File: config.mk
export PLATFORM = sky130hd
export DESIGN_NAME = lsu_mem_if
export DESIGN_NICKNAME = d
export VERILOG_FILES = /design/src/rtl/lsu_mem_if_pkg.sv /design/src/rtl/lsu_mem_if_align.sv /design/src/rtl/lsu_mem_if.sv
export SDC_FILE = /design/constraint.sdc
export NUM_CORES = 1
export LEC_CHECK = 0
export BUFFER_PORTS_ARGS = -buffer_cell sky130_fd_sc_hd__buf_2
export CAP_MARGIN = 20
export CORE_ASPECT_RATIO = 1.4
export CORE_MARGIN = 1
export CORE_UTILIZATION = 45
export CTS_CLUSTER_SIZE = 8
export DETAILED_ROUTE_END_ITERATION = 8
export GPL_ROUTABILITY_DRIVEN = 0
export GPL_TIMING_DRIVEN = 0
export PLACE_DENSITY = 0.73
export SLEW_MARGIN = 20
export SYNTH_ARGS = -nofsm -noshare
export SYNTH_HDL_FRONTEND = slang
export SYNTH_SLANG_ARGS = --single-unit
export TNS_END_PERCENT = 10
File: constraint.sdc
create_clock -name clk -period 3.38 [get_ports clk]
set_input_delay 0.676 -clock clk [delete_from_list [all_inputs] [get_ports clk]]
set_output_delay 0.676 -clock clk [all_outputs]
set_load 0.02 [all_outputs]
File: src/rtl/lsu_mem_if_pkg.sv
// rtl/lsu_mem_if_pkg.sv - shared memory-op codes, LSU state encodings and op decode
package lsu_mem_if_pkg;

  // Store codes driven by the decoder on MemWrite
  localparam logic [1:0] MEM_NONE_W = 2'b00;
  localparam logic [1:0] MEM_SW     = 2'b01;
  localparam logic [1:0] MEM_SH     = 2'b10;
  localparam logic [1:0] MEM_SB     = 2'b11;

  // Load codes driven by the decoder on MemRead; 110/111 are illegal
  localparam logic [2:0] MEM_NONE_R = 3'b000;
  localparam logic [2:0] MEM_LW     = 3'b001;
  localparam logic [2:0] MEM_LH     = 3'b010;
  localparam logic [2:0] MEM_LHU    = 3'b011;
  localparam logic [2:0] MEM_LB     = 3'b100;
  localparam logic [2:0] MEM_LBU    = 3'b101;

  // LSU FSM state encodings
  localparam logic [2:0] LSU_IDLE = 3'd0;
  localparam logic [2:0] LSU_REQ  = 3'd1;
  localparam logic [2:0] LSU_WAIT = 3'd2;
  localparam logic [2:0] LSU_DONE = 3'd3;
  localparam logic [2:0] LSU_ERR  = 3'd4;

  typedef enum logic [1:0] {
    SZ_B = 2'd0,
    SZ_H = 2'd1,
    SZ_W = 2'd2
  } mem_size_e;

  typedef struct packed {
    logic      load;
    mem_size_e size;
    logic      unsgn;
  } mem_op_t;

  // Collapse the two decoder codes into direction, access size and extension kind.
  // Conflicting or illegal codes are caught separately; this only picks a size.
  function automatic mem_op_t decode_op(input logic [1:0] mem_write, input logic [2:0] mem_read);
    mem_op_t op;
    op.load  = (mem_read != MEM_NONE_R);
    op.size  = SZ_W;
    op.unsgn = 1'b0;
    if (op.load) begin
      case (mem_read)
        MEM_LH:  op.size = SZ_H;
        MEM_LHU: begin op.size = SZ_H; op.unsgn = 1'b1; end
        MEM_LB:  op.size = SZ_B;
        MEM_LBU: begin op.size = SZ_B; op.unsgn = 1'b1; end
        default: op.size = SZ_W;
      endcase
    end else begin
      case (mem_write)
        MEM_SH:  op.size = SZ_H;
        MEM_SB:  op.size = SZ_B;
        default: op.size = SZ_W;
      endcase
    end
    return op;
  endfunction

endpackage

File: src/rtl/lsu_mem_if_align.sv
// rtl/lsu_mem_if_align.sv - byte-lane steering for stores and load extraction/extension
module lsu_mem_if_align
  import lsu_mem_if_pkg::*;
(
  input  mem_size_e   req_size,
  input  logic [1:0]  req_off,
  input  logic [31:0] req_wdata,
  output logic [3:0]  be,
  output logic [31:0] wdata_rep,
  output logic        misaligned,
  input  mem_size_e   rsp_size,
  input  logic        rsp_unsgn,
  input  logic [1:0]  rsp_off,
  input  logic [31:0] bus_rdata,
  output logic [31:0] rdata_ext
);

  logic [15:0] half_lane;
  logic [7:0]  byte_lane;

  // Request side: byte enables, lane-replicated store data and alignment check
  always_comb begin
    be         = 4'b0000;
    wdata_rep  = 32'h0;
    misaligned = 1'b0;
    case (req_size)
      SZ_W: begin
        be         = 4'b1111;
        wdata_rep  = req_wdata;
        misaligned = (req_off != 2'b00);
      end
      SZ_H: begin
        be         = 4'b0011 << {req_off[1], 1'b0};
        wdata_rep  = {2{req_wdata[15:0]}};
        misaligned = req_off[0];
      end
      default: begin
        be         = 4'b0001 << req_off;
        wdata_rep  = {4{req_wdata[7:0]}};
        misaligned = 1'b0;
      end
    endcase
  end

  // Response side: pick the addressed lane and sign- or zero-extend it
  always_comb begin
    half_lane = rsp_off[1] ? bus_rdata[31:16] : bus_rdata[15:0];
    case (rsp_off)
      2'd0:    byte_lane = bus_rdata[7:0];
      2'd1:    byte_lane = bus_rdata[15:8];
      2'd2:    byte_lane = bus_rdata[23:16];
      default: byte_lane = bus_rdata[31:24];
    endcase
    case (rsp_size)
      SZ_W:    rdata_ext = bus_rdata;
      SZ_H:    rdata_ext = {{16{half_lane[15] & ~rsp_unsgn}}, half_lane};
      default: rdata_ext = {{24{byte_lane[7] & ~rsp_unsgn}}, byte_lane};
    endcase
  end

endmodule

File: src/rtl/lsu_mem_if.sv
// rtl/lsu_mem_if.sv - load/store unit FSM bridging decoder/ALU to the data-memory bus
module lsu_mem_if
  import lsu_mem_if_pkg::*;
#(
  parameter int TIMEOUT = 256,
  parameter int TO_W    = 9
) (
  input  logic        clk,
  input  logic        rst,
  input  logic [1:0]  MemWrite,
  input  logic [2:0]  MemRead,
  input  logic [31:0] addr,
  input  logic [31:0] wdata,
  output logic        stall,
  output logic        done,
  output logic [31:0] rdata,
  output logic        misalign,
  output logic        bus_err,
  output logic        bus_req,
  output logic        bus_we,
  output logic [31:0] bus_addr,
  output logic [3:0]  bus_be,
  output logic [31:0] bus_wdata,
  input  logic        bus_gnt,
  input  logic        bus_rvalid,
  input  logic [31:0] bus_rdata
);

  // Last counter value before giving up; unused when TIMEOUT is 0
  localparam logic [TO_W-1:0] TO_LAST = TO_W'((TIMEOUT == 0) ? 0 : TIMEOUT - 1);

  logic [2:0]      state;
  logic [2:0]      state_nxt;
  logic [TO_W-1:0] cnt;

  mem_op_t     cur_op;
  mem_op_t     op_q;
  logic [31:0] addr_q;
  logic [3:0]  be_q;
  logic [31:0] wdata_q;

  logic [3:0]  be_now;
  logic [31:0] wdata_now;
  logic        mis_now;
  logic [31:0] rdata_ext;

  logic access;
  logic conflict;
  logic idle;
  logic accept;
  logic timed_out;

  assign cur_op   = decode_op(MemWrite, MemRead);
  assign access   = (MemWrite != MEM_NONE_W) || (MemRead != MEM_NONE_R);
  assign conflict = ((MemWrite != MEM_NONE_W) && (MemRead != MEM_NONE_R)) || (MemRead[2:1] == 2'b11);
  assign idle     = (state == LSU_IDLE);
  assign accept   = idle && access && !conflict && !mis_now;
  assign timed_out = (TIMEOUT != 0) && (cnt == TO_LAST);

  // Store lanes come from the live inputs; load extraction uses the latched access
  lsu_mem_if_align u_align (
    .req_size   (cur_op.size),
    .req_off    (addr[1:0]),
    .req_wdata  (wdata),
    .be         (be_now),
    .wdata_rep  (wdata_now),
    .misaligned (mis_now),
    .rsp_size   (op_q.size),
    .rsp_unsgn  (op_q.unsgn),
    .rsp_off    (addr_q[1:0]),
    .bus_rdata  (bus_rdata),
    .rdata_ext  (rdata_ext)
  );

  // Next-state logic; a grant or read response in the last counted cycle still wins over the timeout
  always_comb begin
    state_nxt = state;
    case (state)
      LSU_IDLE: begin
        if (access) begin
          if (conflict)      state_nxt = LSU_ERR;
          else if (!mis_now) state_nxt = LSU_REQ;
        end
      end
      LSU_REQ: begin
        if (bus_gnt)        state_nxt = op_q.load ? LSU_WAIT : LSU_DONE;
        else if (timed_out) state_nxt = LSU_ERR;
      end
      LSU_WAIT: begin
        if (bus_rvalid)     state_nxt = LSU_DONE;
        else if (timed_out) state_nxt = LSU_ERR;
      end
      default: state_nxt = LSU_IDLE;
    endcase
  end

  // State register; reset aborts any in-flight access
  always_ff @(posedge clk) begin
    if (rst) state <= LSU_IDLE;
    else     state <= state_nxt;
  end

  // Capture the access when it is accepted so the bus sees stable values
  always_ff @(posedge clk) begin
    if (rst) begin
      op_q    <= '0;
      addr_q  <= 32'h0;
      be_q    <= 4'b0000;
      wdata_q <= 32'h0;
    end else if (accept) begin
      op_q    <= cur_op;
      addr_q  <= addr;
      be_q    <= be_now;
      wdata_q <= wdata_now;
    end
  end

  // Timeout counter: cleared on entry to REQ, counts every REQ/WAIT cycle
  always_ff @(posedge clk) begin
    if (rst)                                         cnt <= '0;
    else if (accept)                                 cnt <= '0;
    else if (state == LSU_REQ || state == LSU_WAIT)  cnt <= cnt + 1'b1;
  end

  // Load result register; only a response seen in WAIT updates it
  always_ff @(posedge clk) begin
    if (rst)                                     rdata <= 32'h0;
    else if (state == LSU_WAIT && bus_rvalid)    rdata <= rdata_ext;
  end

  assign stall     = accept || (state == LSU_REQ) || (state == LSU_WAIT);
  assign done      = (state == LSU_DONE);
  assign bus_err   = (state == LSU_ERR);
  assign misalign  = idle && access && !conflict && mis_now;
  assign bus_req   = (state == LSU_REQ);
  assign bus_we    = bus_req && !op_q.load;
  assign bus_addr  = {addr_q[31:2], 2'b00};
  assign bus_be    = bus_req ? be_q : 4'b0000;
  assign bus_wdata = bus_we ? wdata_q : 32'h0;

endmodule

Word-level counts from Yosys, hierarchy flattened
Index checks and enable logic that the tools add are counted.
{"block": "word_totals", "register_bits": 116, "inputBits": 105, "out_inout_bits": 106, "word_cells": 81}
{"block": "op_classes", "n_addsub": 1, "eq_ne": 20, "n_shift": 2, "n_mux": 21, "bitwise_logic": 3, "n_reduce_logical": 25}
{"cell": "$pmux 32 s2", "count": 2}
{"cell": "$mux 32", "count": 1}
{"cell": "$pmux 8 s3", "count": 1}
{"cell": "$mux 3", "count": 6}
{"cell": "$mux 16", "count": 1}
{"cell": "$eq 2x2->1 const B", "count": 6}
{"cell": "$eq 3x2->1 const B", "count": 4}
{"cell": "$add 9x1->9 const B", "count": 1}
{"cell": "$eq 3x3->1 const B", "count": 3}
{"cell": "$eq 9x8->1 const B", "count": 1}
{"cell": "$pmux 3 s3", "count": 1}
{"cell": "$pmux 2 s2", "count": 2}
{"cell": "$pmux 4 s2", "count": 1}
{"cell": "$reduce_or 2->1", "count": 4}
{"cell": "$logic_and 1x1->1", "count": 7}
{"cell": "$eq 2x1->1 const B", "count": 3}
{"cell": "$logic_or 1x1->1", "count": 5}
{"cell": "$mux 4", "count": 1}
{"cell": "$reduce_bool 2->1", "count": 2}
{"cell": "$shl 1x2->4 const A", "count": 1}
{"cell": "$shl 2x2->4 const A", "count": 1}
{"cell": "$eq 3x1->1 const B", "count": 1}
{"cell": "$logic_not 1->1", "count": 3}
{"cell": "$logic_not 3->1", "count": 1}
{"cell": "10 further kinds", "count": 13}

Longest topological paths before layout
Gate-level depths: netlist of the first run.
{"block": "depth", "word_depth": 10, "ltp_mapped": 12}

Modules after synthesis
From an unflattened synthesis of the first run, not the netlist that was laid out.
{"block": "hier_totals", "hier_cells": 828, "hier_area_um2": 7078.0}
{"module": "lsu_mem_if", "instances": 1, "cells_per_inst": 629, "area_each_um2": 5622.9}
{"module": "lsu_mem_if_align", "instances": 1, "cells_per_inst": 199, "area_each_um2": 1455.1}

Worst setup path after synthesis of the first run
Ideal clock, no wire load.
{"block": "synth_timing", "kind": "in2out", "from": "input port MemRead[2]", "to": "output port stall", "arrival_ns": 2.726, "t_required_ns": 2.704, "setup_slack_ns": -0.022, "stages": 10, "n_path_buf": 2, "cell_sequence": "nor3_4 > mux2i_1 > inv_1 > ha_1 > clkbuf_1 > nand2b_1 > o221a_2 > buf_4 > nand2_4 > o21ai_0"}
{"element": "from (decl)", "line": "lsu_mem_if.sv:11", "source": "input logic [2:0] MemRead,"}
{"element": "to (decl)", "line": "lsu_mem_if.sv:14", "source": "output logic stall,"}

Final worst setup path of the first run
{"block": "layout_timing", "from": "input port MemRead[2]", "to": "output port stall"}
{"block": "layout_between", "elab_chain_cells": 10, "elab_cells_between_ends": 23}
{"element": "$eq 3x3->1 / $eq 3x2->1 (equally long branches)", "line": "lsu_mem_if_pkg.sv:45", "source": "case (mem_read)"}
{"element": "$reduce_or 2->1 (no source line)"}
{"element": "$pmux 2 s2", "line": "lsu_mem_if_pkg.sv:45"}
{"element": "$mux 2", "line": "lsu_mem_if_pkg.sv:44", "source": "if (op.load) begin"}
{"element": "$eq 2x1->1 / $eq 2x2->1 (equally long branches)", "line": "lsu_mem_if_align.sv:26", "source": "case (req_size)"}
{"element": "$pmux 1 s2", "line": "lsu_mem_if_align.sv:26"}
{"element": "$logic_not 1->1"}
{"element": "$logic_and 1x1->1 (*)", "line": "lsu_mem_if.sv:57", "source": "assign accept = idle && access && !conflict && !mis_now;"}
{"element": "$logic_or 1x1->1 (*) (2 in series)", "line": "lsu_mem_if.sv:131", "source": "assign stall = accept || (state == LSU_REQ) || (state == LSU_WAIT);"}
Every way passes the cells marked *; elsewhere a longest branch is shown, timed or not.

==> results of run 1 <==
==> cells by family after synthesis <==
kind of cell	synth area share (%)
AO/OA/AOI/OAI	26.8
XOR/XNOR	1.62
adder cells (fa/ha/maj)	1.69
buffers and inverters	9.49
flip-flops	39.2
multiplexers	2.53
other	0.0632
AND/OR/NAND/NOR	18.7
==> worst min-delay path, stage by stage (launching register included) <==
cell and delay, ns:
dfxtp_1 0.30, o21ai_0 0.06, a21oi_1 0.06
==> state kept, by name, summed over array words and instances, names as in the netlist <==
register	cells
wdata_q	32
rdata	32
addr_q	32
cnt	9
be_q	4
op_q	4
state	3
==> worst paths after layout <==
path | start | endpoint | slack [ns] | depth (start not counted)
min | wdata_q[6]$_SDFFE_PP0P_ | wdata_q[6]$_SDFFE_PP0P_ | 0.47 | 2
min reg2reg | wdata_q[6]$_SDFFE_PP0P_ | wdata_q[6]$_SDFFE_PP0P_ | 0.47 | 2
max | MemRead[2] | stall | 0.03 | 11
max reg2reg | op_q[1]$_SDFFE_PP0P_ | rdata[15]$_SDFFE_PP0P_ | 1.03 | 7
==> routing by layer <==
layer	up-vias	GRT usage [%]	routed length [µm]
met3	50	6.24	1240
met2	278	47.2	9500
met4	0	13.1	699
met1	2835	32.4	7540
met5	-	0	0
li1	2997	-	-
==> per-stage QoR <==
| step | instance area, µm² | total power, mW | setup TNS [ns] | utilization (%) |
|---|---|---|---|---|
| 6_report | 7850 | 4.08 | 0 | 61.0 |
| 5_1_grt | 7850 | 4.23 | -0.0845 | 61.0 |
| 4_1_cts | 7830 | 4.07 | 0 | 60.8 |
| 3_5_place_dp | 7170 | 2.32 | -10.19 | 55.7 |
| 3_3_place_gp | 7170 | 2.31 | -8.37 | 55.7 |
| 2_1_floorplan | 5930 | 2.04 | 0 | - |
==> synthesized netlist by cell type, drive strengths merged, types with 2 or more instances <==
library cell and n:
o41ai 8, nor3 15, dfxtp 116, a21boi 2, o21ai 57, nand4 2
xnor2 9, mux2i 6, a22oi 24, buf 57, nor4 6, ha 8
a221oi 15, and2 39, o22ai 3, nand2 24, nor2b 21, xor2 2
a211oi 51, and3 2, nor2 47, nand2b 7, nand3 44, clkbuf 41
mux2 8, inv 9, a21oi 71
==> area by class of cell <==
type                    instances  share of cell area (%)
repair buffers                214                    13.9
clock inverters                14                    1.66
flip-flops and latches        116                    29.6
multi-input cells             487                    39.6
inverters                       9                   0.430
plain buffers                  96                    6.87
clock buffers                  18                    5.60
well taps                     153                    2.44
==> power groups by stage <==
stage               registers, mW  clock network [mW]  logic [mW]
global route                 1.50                1.82       0.922
detailed placement           1.51                   0       0.802
CTS                          1.49                1.75       0.837
floorplan                    1.51                   0       0.534
finish                       1.49                1.74       0.851
global placement             1.51                   0       0.797
==> timing repair <==
item                       CTS  global route
pin swaps                    2             1
setup buffers                4             2
gates resized for setup     16             4
setup endpoints to repair    2             2
==> summary.md, run 1 <==
Clock-pin slew was measured on the worst setup and hold paths at 0.06 ns. In this design, the stage delay of the slowest critical-path cell is 0.38 ns. The synthesized flop and latch total works out to 116. The cell family contributing the most delay on the critical path is buffers and inverters. TritonCTS built the clock tree. Counting the buffers created by CTS gives 17.

In this run the worst hold path is classified as flip-flop to flip-flop. The routed via count is 6,160. The tools report the DRC marker count from the first detailed-route iteration as 286. The most used flip-flop cell after synthesis is dfxtp_1.

Counting tap cells, the placed design contains a total of 1,071 instances. The HPWL after detailed placement is 13,800 µm. The core region is 0.0129 mm². The endpoint arrival time on the critical path was 2.67 ns. The shortest period the worst path allows was 3.35 ns.

Counting both buffers and inverters, the worst setup path holds a total of 4. The final worst-path cycle share was 99.1%; the overflow left after global routing was 0. The fraction of registers with async set or reset after synthesis was 0%.

The clock reaches the later pin of the worst-skew pair after 0.42 ns. At the pin with the least slew margin, the transition time is 0.945 ns. The routed wire length is 19,000 µm. The average footprint of a synthesized cell works out to 8.36 µm². The cell count after synthesis came out at 709. The logs give 0 for the final number of hold-violating endpoints and 0.00232 mm² for the area used by sequential logic in the layout. During I/O placement, the number of pins put on the boundary was 211.

Counting every sink on the clock net gives 116. The CTS root buffer is clkbuf_16. For this configuration, the core starts out at a cell density of 46.1%.

The initial antenna violation count is 0. Prior to clock tree synthesis, the placed netlist has a worst setup slack of -0.656 ns. Based on the critical path, the design can be clocked at up to 0.298 GHz. dfxtp_1 takes more of the synthesized area than any other cell. For the via count of the first global-routing pass, the log shows 5,683.

The count of nets left with antenna violations once routing finished came out at 0. The number of distinct library cell variants in the gate-level netlist after synthesis is 48, and the routed via count divided by cell count is 5.56. On the final layout, the worst clock skew is 0.00592 ns.

Summing all multi-input logic gate instances after layout gives 0.00310 mm². The type of the worst setup path was input pin to primary output. Leading cell type in the layout, fill and taps excluded: buf_2.

The proportion of layout cells with a drive suffix above 1 is 34.5%, and the maximum clock insertion buffer count is 2. The signal on the critical path passes through buf_2 -> nor3_4 -> mux2i_4 -> ha_4 -> buf_6 -> nand2_2 -> o221a_2 -> buf_8 -> nand2_8 -> o21ai_1 -> buf_4. The pre-antenna-repair detailed-routing pass consisted of 5 iterations. The max-cap violation count is 0.

The run finished with clean final reports. The run gives 42.7% as the clock group share of total power. In this run, post-CTS hold repair placed 0 buffers. Global routing consumed, over all layers together, 27.5% of the routing resources. Final cell count without fillers: 1,107. Net switching is 31.2% of the power. The final hold slack was 0.471 ns; the number of synthesized flops with an enable pin was 0. The count of synthesis-stage warnings from yosys came out at 0. In this run the power density over the cells is 520 mW/mm². The floorplan has 49 rows. The run gives 36.5% as the sequential cell fraction of total power. For the post-synthesis sequential area ratio, the log shows 39.2%.

Entering global routing, the biggest net connects 17 pins. The worst ir drop on vdd is 0.000282 V, and the setup slack of the critical path after layout is 0.0291 ns. The net count reported at finish is 1,054, and the filler cell count is 1,220. The tools report the category of the worst setup path launch point as an input pin. Setup repair after global routing could not meet its margin everywhere. Summed over all nets, the switching power comes to 1.27 mW. The horizontal die dimension came out at 99.0 µm. The maximum fanout encountered on the critical timing path came out at 10.

In this run the tightest slew margin relative to its limit is 36.5%. The internal portion of the total power is 2.81 mW. Sorting the synthesized cells by area gives the leading types as dfxtp_1 (39%), a211oi_1 (6.5%), a21oi_1 (6.0%), o21ai_0 (4.8%), buf_4 (4.8%). The run gives 2.70 ns as the worst path required time.

The antenna diode instance count is 0, and the average wire per cell in the routed design is 17.1 µm. The final max-slew violation count is 0. The count of buffers from port buffering came out at 208.

The tools report the DRC violation count after routing as 0. The analysis attributes to cell leakage a power of 3.35 nW. Summed over its instances, the top area cell type makes up 39.2% of the synthesized netlist area. The run gives 0.00593 mm² as the summed instance area of the synthesized netlist. The clock tree synthesis step divided the H-tree into 4 levels.

Slowest cell on the critical path: mux2i_4. For the wire length of the first global-routing pass, the log shows 28,800 µm. STA classifies the critical path endpoint as a primary output. The area added between synthesis and finish is 32.3%.

In the layout the commonest cells are buf_2 (221), dfxtp_1 (116), a21oi_1 (71), o21ai_0 (56), a211oi_1 (51). The run gives 0.0136 mm² as the die footprint. The setup-violating endpoint count in the final report is 0. Combinational logic burns 20.9% of the power. The die boundary height works out to 138 µm.
Power figures use the tool's default switching activity.
==> run 2, diff against run 1 <==
--- a/config.mk
+++ b/config.mk
@@ -9,12 +9,12 @@
 export CAP_MARGIN = 20
 export CORE_ASPECT_RATIO = 1.4
 export CORE_MARGIN = 1
-export CORE_UTILIZATION = 45
+export CORE_UTILIZATION = 35
 export CTS_CLUSTER_SIZE = 8
 export DETAILED_ROUTE_END_ITERATION = 8
 export GPL_ROUTABILITY_DRIVEN = 0
 export GPL_TIMING_DRIVEN = 0
-export PLACE_DENSITY = 0.73
+export PLACE_DENSITY = 0.59
 export SLEW_MARGIN = 20
 export SYNTH_ARGS = -nofsm -noshare
 export SYNTH_HDL_FRONTEND = slang
==> summary.md, run 2 (same netlist as run 1, synthesis figures left out) <==
Across all register-to-register paths, the minimum setup slack is 1.01 ns. Routed wire length: 19,800 µm. The filler cell count was 1,681. During I/O placement, the number of pins put on the boundary was 211.

The setup slack of the critical path after layout is -0.00633 ns. The horizontal die dimension came out at 112 µm. In this run, the combinational gates consume 20.8% of the power.

In the routed design, unresolved DRC markers number 17. The detailed router finished its first iteration with 415 violations. The proportion of layout cells with a drive suffix above 1 was 34.2%; the maximum fanout encountered on the critical timing path was 10.

The tools report the via count of the first global-routing pass as 5,931. TritonCTS built the clock tree. The antenna diode instance count is 0. Cell internal power was estimated by the tool at 2.87 mW. The number of cell rows was 55; the die footprint was 0.0175 mm².

The region available for standard cell placement spans 0.0164 mm². Buffers placed on the I/O ports in this run total 208. The largest registers in the layout are addr_q (32), rdata (32), wdata_q (32).

The number of clock buffers added by TritonCTS is 17. The routed design could run at a clock period as short as 3.39 ns. The run gives 0 as the final number of hold-violating endpoints. Power spread over the standard cell area amounts to 515 mW/mm². The overflow left after global routing was 0; the area added between synthesis and finish was 33.2%. Entering global routing, the biggest net connects 17 pins. The die is 156 µm tall. The longest clock path from root to sink contains 2 buffers. The analysis attributes to cell leakage a power of 3.36 nW. The tree is rooted in a clkbuf_16.

The flow ran to the end, but the final reports show violations. Post-route core utilization: 48.3%. The library cell used most frequently in the layout, excluding fill and tap cells, is buf_2.

Setup repair after global routing could not meet its margin everywhere. At the later pin of the worst-skew pair, clock insertion delay measures 0.41 ns. The logs give 1,055 for the net count reported at finish and 36.6% for the sequential cell fraction of total power. For the post-detailed-placement half-perimeter wirelength, the log shows 14,700 µm. The final max-slew violation count was 0; the maximum level of the CTS H-tree was 4. The logs give 30,900 µm for the wire length of the first global-routing pass and 0.295 GHz for the fmax.

For this design, the sink count on the clock tree is 116. The critical path starts at MemRead[2]. For the overall power consumption, the log shows 4.07 mW.

Max-cap violations in this run came to 0. For the final database, setup skew stands at 0.00792 ns. The class of the most critical hold timing path is flip-flop to flip-flop. The final worst-path cycle share is 100%. Detailed routing inserted a total of 6,098 vias. The worst setup path is captured at a primary output. The antenna violation net count after detailed routing came out at 0. In this run, the clock network consumes 42.6% of the power. The worst register-to-register path ends at rdata[14]$_SDFFE_PP0P_. After detailed routing, the average wire length per cell comes to 17.2 µm. The pre-antenna-repair detailed-routing pass consisted of 7 iterations. The run gives 0 as the initial antenna violation count. Category of the worst setup path launch point: an input pin. For the all-layer global routing usage, the log shows 22.7%. The worst register-to-register path has a depth of 7.

Measured against its own limit, the worst slew margin works out to 38.7%. For this configuration, the core starts out at a cell density of 36.2%. The slew at the pin with the worst max-slew slack works out to 0.913 ns. Type of the worst setup path: input pin to primary output. In the layout the commonest cells are buf_2 (221), dfxtp_1 (116), a21oi_1 (71), o21ai_0 (56), a211oi_1 (51). The checks that failed: design-rule violations, negative setup slack. The logs give 1 for the setup-violating endpoint count in the final report and 0.000297 V for the worst ir drop on vdd.

The run gives 2.71 ns as the endpoint arrival time on the critical path. Clock-pin slew was measured on the worst setup and hold paths at 0.06 ns. The run gives 2.70 ns as the worst path required time. The startpoint identified for the worst register-to-register timing path is op_q[1]$_SDFFE_PP0P_.

The switching share of power was 29.6%. The most critical setup path has its endpoint at stall. In this run the power spent charging and discharging nets is 1.20 mW. In the routed layout, each cell is associated on average with a via count of 5.28.
[run 2: cell count changes in the layout (fill, tap and decap cells not counted), sizes merged]
| cell | delta |
|---|---|
| inv | -3 |
| clkbuf | +4 |
| buf | +1 |
| bufinv | +1 |
| clkinvlp | -2 |
[run 2: final cells by class]
class | instances | area, µm² | area share (%)
inverter | 9 | 33.8 | 0.427
clock inverter | 10 | 108 | 1.36
sequential | 116 | 2320 | 29.4
tap | 199 | 249 | 3.15
clock buffer | 22 | 454 | 5.75
multi-input combinational | 487 | 3100 | 39.3
timing repair buffer | 215 | 1100 | 13.9
buffer | 96 | 536 | 6.78
[run 2: metal layers]
| metal | GRT usage [%] | share of wire [%] | vias up |
|---|---|---|---|
| li1 | - | - | 2998 |
| met1 | 27.2 | 42 | 2838 |
| met2 | 40.2 | 50 | 235 |
| met3 | 4.35 | 5.5 | 27 |
| met4 | 8.44 | 2.1 | 0 |
| met5 | 0 | 0 | - |
[run 2: timing repair]
action | CTS | global route
hold buffers | 0 | 0
pin swaps | 3 | 0
setup endpoints to repair | 2 | 28
gates resized for setup | 16 | 3
buffers inserted | 7 | 0
[run 2: power by group through the flow]
stage	sequential (mW)	clock (mW)	combinational (mW)
2_1_floorplan	1.51	0	0.534
3_3_place_gp	1.51	0	0.817
3_5_place_dp	1.51	0	0.815
4_1_cts	1.49	1.76	0.850
5_1_grt	1.50	1.82	0.924
6_report	1.49	1.73	0.848
[run 2: worst max-delay path: stages]
cell and delay [ns]:
buf_2 0.14, nor3_4 0.23, buf_4 0.17, mux2i_4 0.29
ha_4 0.18, buf_6 0.14, nand2_1 0.11, o221a_2 0.29
buf_6 0.16, nand2_8 0.06, o21ai_1 0.06, buf_4 0.18
[run 2: how the worst min path moves through the flow]
stage	cells after the start	startpoint	endpoint	slack [ns]
after floorplan	2	wdata_q[0]$_SDFFE_PP0P_	wdata_q[0]$_SDFFE_PP0P_	0.45
after global placement	2	wdata_q[1]$_SDFFE_PP0P_	wdata_q[1]$_SDFFE_PP0P_	0.46
after detailed placement	2	wdata_q[7]$_SDFFE_PP0P_	wdata_q[7]$_SDFFE_PP0P_	0.47
after CTS	2	addr_q[3]$_SDFFE_PP0P_	addr_q[3]$_SDFFE_PP0P_	0.47
after global routing	2	addr_q[21]$_SDFFE_PP0P_	addr_q[21]$_SDFFE_PP0P_	0.50
final	2	addr_q[17]$_SDFFE_PP0P_	addr_q[17]$_SDFFE_PP0P_	0.47
[run 2: stage by stage]
step | hold WS (ns) | worst slack, ns | area, µm² | cells | TNS [ns]
after floorplan | 0.449 | 0.0187 | 5930 | 710 | 0
after global placement | 0.460 | -0.742 | 7220 | 1117 | -11.97
after detailed placement | 0.467 | -0.736 | 7220 | 1117 | -12.63
after CTS | 0.474 | 0.000948 | 7900 | 1155 | 0
after global routing | 0.499 | -0.106 | 7900 | 1154 | -0.106
final | 0.473 | -0.00633 | 7900 | 1154 | -0.00633
==> run 3, diff against run 2 <==
==> constraint.sdc (replaced) <==
create_clock -name clk -period 3.05 [get_ports clk]
set_input_delay 0.61 -clock clk [delete_from_list [all_inputs] [get_ports clk]]
set_output_delay 0.61 -clock clk [all_outputs]
set_load 0.02 [all_outputs]
==> summary.md, run 3 (same netlist as run 1, synthesis figures left out) <==
The library cell used most frequently in the layout, excluding fill and tap cells, is buf_2. The die is 156 µm tall. The logs give 20,400 µm for the routed wire length and 0.00809 mm² for the final instance area.

Worst max-slew margin expressed relative to the limit: 38.7%. Summed over all cells, the static leakage comes to 3.44 nW. The largest single stage delay on the critical path is 0.28 ns. The post-detailed-placement half-perimeter wirelength is 14,800 µm, and the net count reported at finish is 1,062.

For the final number of hold-violating endpoints, the log shows 0. For this run, global-route usage on met2 was measured as 39.7%. The maximum level of the CTS H-tree was 4; the filler cell count was 1,689. The final hold slack is 0.440 ns, and the shortest period the worst path allows is 3.03 ns. The first global-routing pass estimated 32,000 µm of wire. STA classifies the critical path endpoint as a primary output. Number of buffers added by the clock tree synthesis step: 17.

The tools report the post-placement cell area as 0.00725 mm². In the final layout, the multi-input gates occupy 0.00316 mm². The critical path is of the input pin to primary output type.

On the critical path, the stage with the largest delay is an instance of mux2i_4. Via count of the first global-routing pass: 6,036. Based on the critical path, the design can be clocked at up to 0.331 GHz. The number of detailed-routing iterations run before antenna repair was 7. At the later pin of the worst-skew pair, clock insertion delay measures 0.41 ns. In the layout the commonest cells are buf_2 (217), dfxtp_1 (116), a21oi_1 (71), o21ai_0 (56). TritonCTS built the clock tree.

The area added between synthesis and finish is 36.5%, and the overflow left after global routing is 0. The min-delay analysis places its worst path in the category input pin to flip-flop. The tools report the global routing usage on met1 as 28.8%. The run gives 2.44 ns as the worst path required time. Port buffering added 208 buffers. The DRC violation count after routing was 18. The tool flagged a number of max-cap violations equal to 0. For the pin with the worst max-slew slack, the measured transition is 0.912 ns. The detailed router finished its first iteration with 436 violations. The setup-violating endpoint count in the final report came out at 0. The maximum fanout encountered on the critical timing path is 5. In this run the clock root is driven by a clkbuf_16.

The I/O pin total came out at 211. The final cell count without fillers is 1,161. CTS saw 116 sinks. The clock edge transition at the registers on the reported setup and hold paths was 0.06 ns; the die footprint was 0.0175 mm². The floorplan step set the die width to 112 µm. Power spread over the standard cell area amounts to 579 mW/mm². The antenna violation net count after detailed routing is 0, and the maximum clock skew at final layout is 0.00576 ns.

After detailed routing, the average wire length per cell comes to 17.6 µm. The final max-slew violation count is 0. In the final layout, the registers with the most flip-flops are addr_q (32), rdata (32), wdata_q (32). The total instance count after detailed placement came out at 1,117. In this run the most used layer during global routing was met2. Data arrives at the worst endpoint at 2.42 ns. 0 antenna diodes ended up in the layout. The number of buffers inserted for hold repair after clock tree synthesis is 0. The worst ir drop on vdd was 0.000260 V.

Setup repair after global routing could not meet its margin everywhere. Across all layers, the routed design uses 6,186 vias. The flow ran to the end, but the final reports show violations. In the final layout, flip-flops and latches occupy 0.00232 mm².

The region available for standard cell placement spans 0.0164 mm². Walking the worst path, the cells encountered are buf_8 -> nor3_4 -> buf_6 -> mux2i_4 -> ha_4 -> nand2b_4 -> o221a_4 -> buf_8 -> nand2_8 -> o21ai_4 -> buf_6. The initial antenna violation count is 0, and the largest net degree at the start of global routing is 20. Maximum clock insertion buffer count: 2.

After detailed routing, the number of vias per cell comes to 5.33. The proportion of layout cells with a drive suffix above 1 is 35.4%. In the global route stage, met3 resource usage came out at 4.35%.

For the all-layer global routing usage, the log shows 23.7%. The number of cell rows is 55, and the final worst-path cycle share is 99.2%. The final reports fail on design-rule violations. The worst setup path is launched from an input pin. Once the floorplan was initialized, standard cells occupied 36.2% of the core.
==> run 3: changes by cell type in the layout (fill, tap and decap cells not counted), moves of 2 or more <==
cell,delta
buf_2,-4
buf_4,+6
buf_8,+4
clkbuf_1,-2
clkbuf_8,+2
==> run 3: path summary, 6_finish.rpt <==
check | start | to | slack [ns] | depth (start not counted)
worst max register to register | op_q[1]$_SDFFE_PP0P_ | rdata[15]$_SDFFE_PP0P_ | 0.64 | 7
worst min-delay path | addr[22] | addr_q[22]$_SDFFE_PP0P_ | 0.44 | 3
worst min register to register | addr_q[8]$_SDFFE_PP0P_ | addr_q[8]$_SDFFE_PP0P_ | 0.47 | 2
worst max-delay path | MemRead[0] | stall | 0.02 | 11
==> run 3: through the flow <==
stage	power [mW]	setup slack [ns]	setup TNS, ns	util [%]
6_report	4.68	0.0249	0	49.4
5_1_grt	4.87	-0.0285	-0.0300	49.4
4_1_cts	4.70	0.0124	0	49.2
3_5_place_dp	2.59	-0.594	-25.32	44.3
3_3_place_gp	2.59	-0.584	-24.07	44.3
2_1_floorplan	2.28	0.0144	0	-
==> run 3: critical path, delay by kind of cell <==
family	cells	cell delay [ns]
and+or+nand+nor	3	0.44
AOI/OAI and AO/OA	2	0.29
adders and majority gates	1	0.26
buffers and inverters	4	0.53
muxes	1	0.28
==> run 3: cell type report <==
type	count	area share [%]
Timing Repair Buffer	222	14.6
Buffer	96	6.85
Sequential cell	116	28.7
Inverter	9	0.417
Clock inverter	10	1.61
Tap cell	199	3.08
Clock buffer	22	5.74
Multi-Input combinational cell	487	39.0
==> run 3: metal layers <==
metal  wire length [µm]  up-vias
li1                   -     3012
met1               8490     2875
met2               9880      253
met3               1340       46
met4                698        0
met5                  0        -
==> run 3: power by group <==
group	internal, mW	total [mW]	leakage (nW)	switching (mW)
Sequential	1.60	1.65	0.941	0.0458
Clock	1.32	2.03	0.290	0.712
Combinational	0.392	1.00	2.20	0.608
==> run 3: repair_timing <==
action / in CTS / in global routing
resized for setup: 28 / 9
pin swaps: 4 / 2
setup endpoints to repair: 42 / 10
setup buffers: 13 / 1
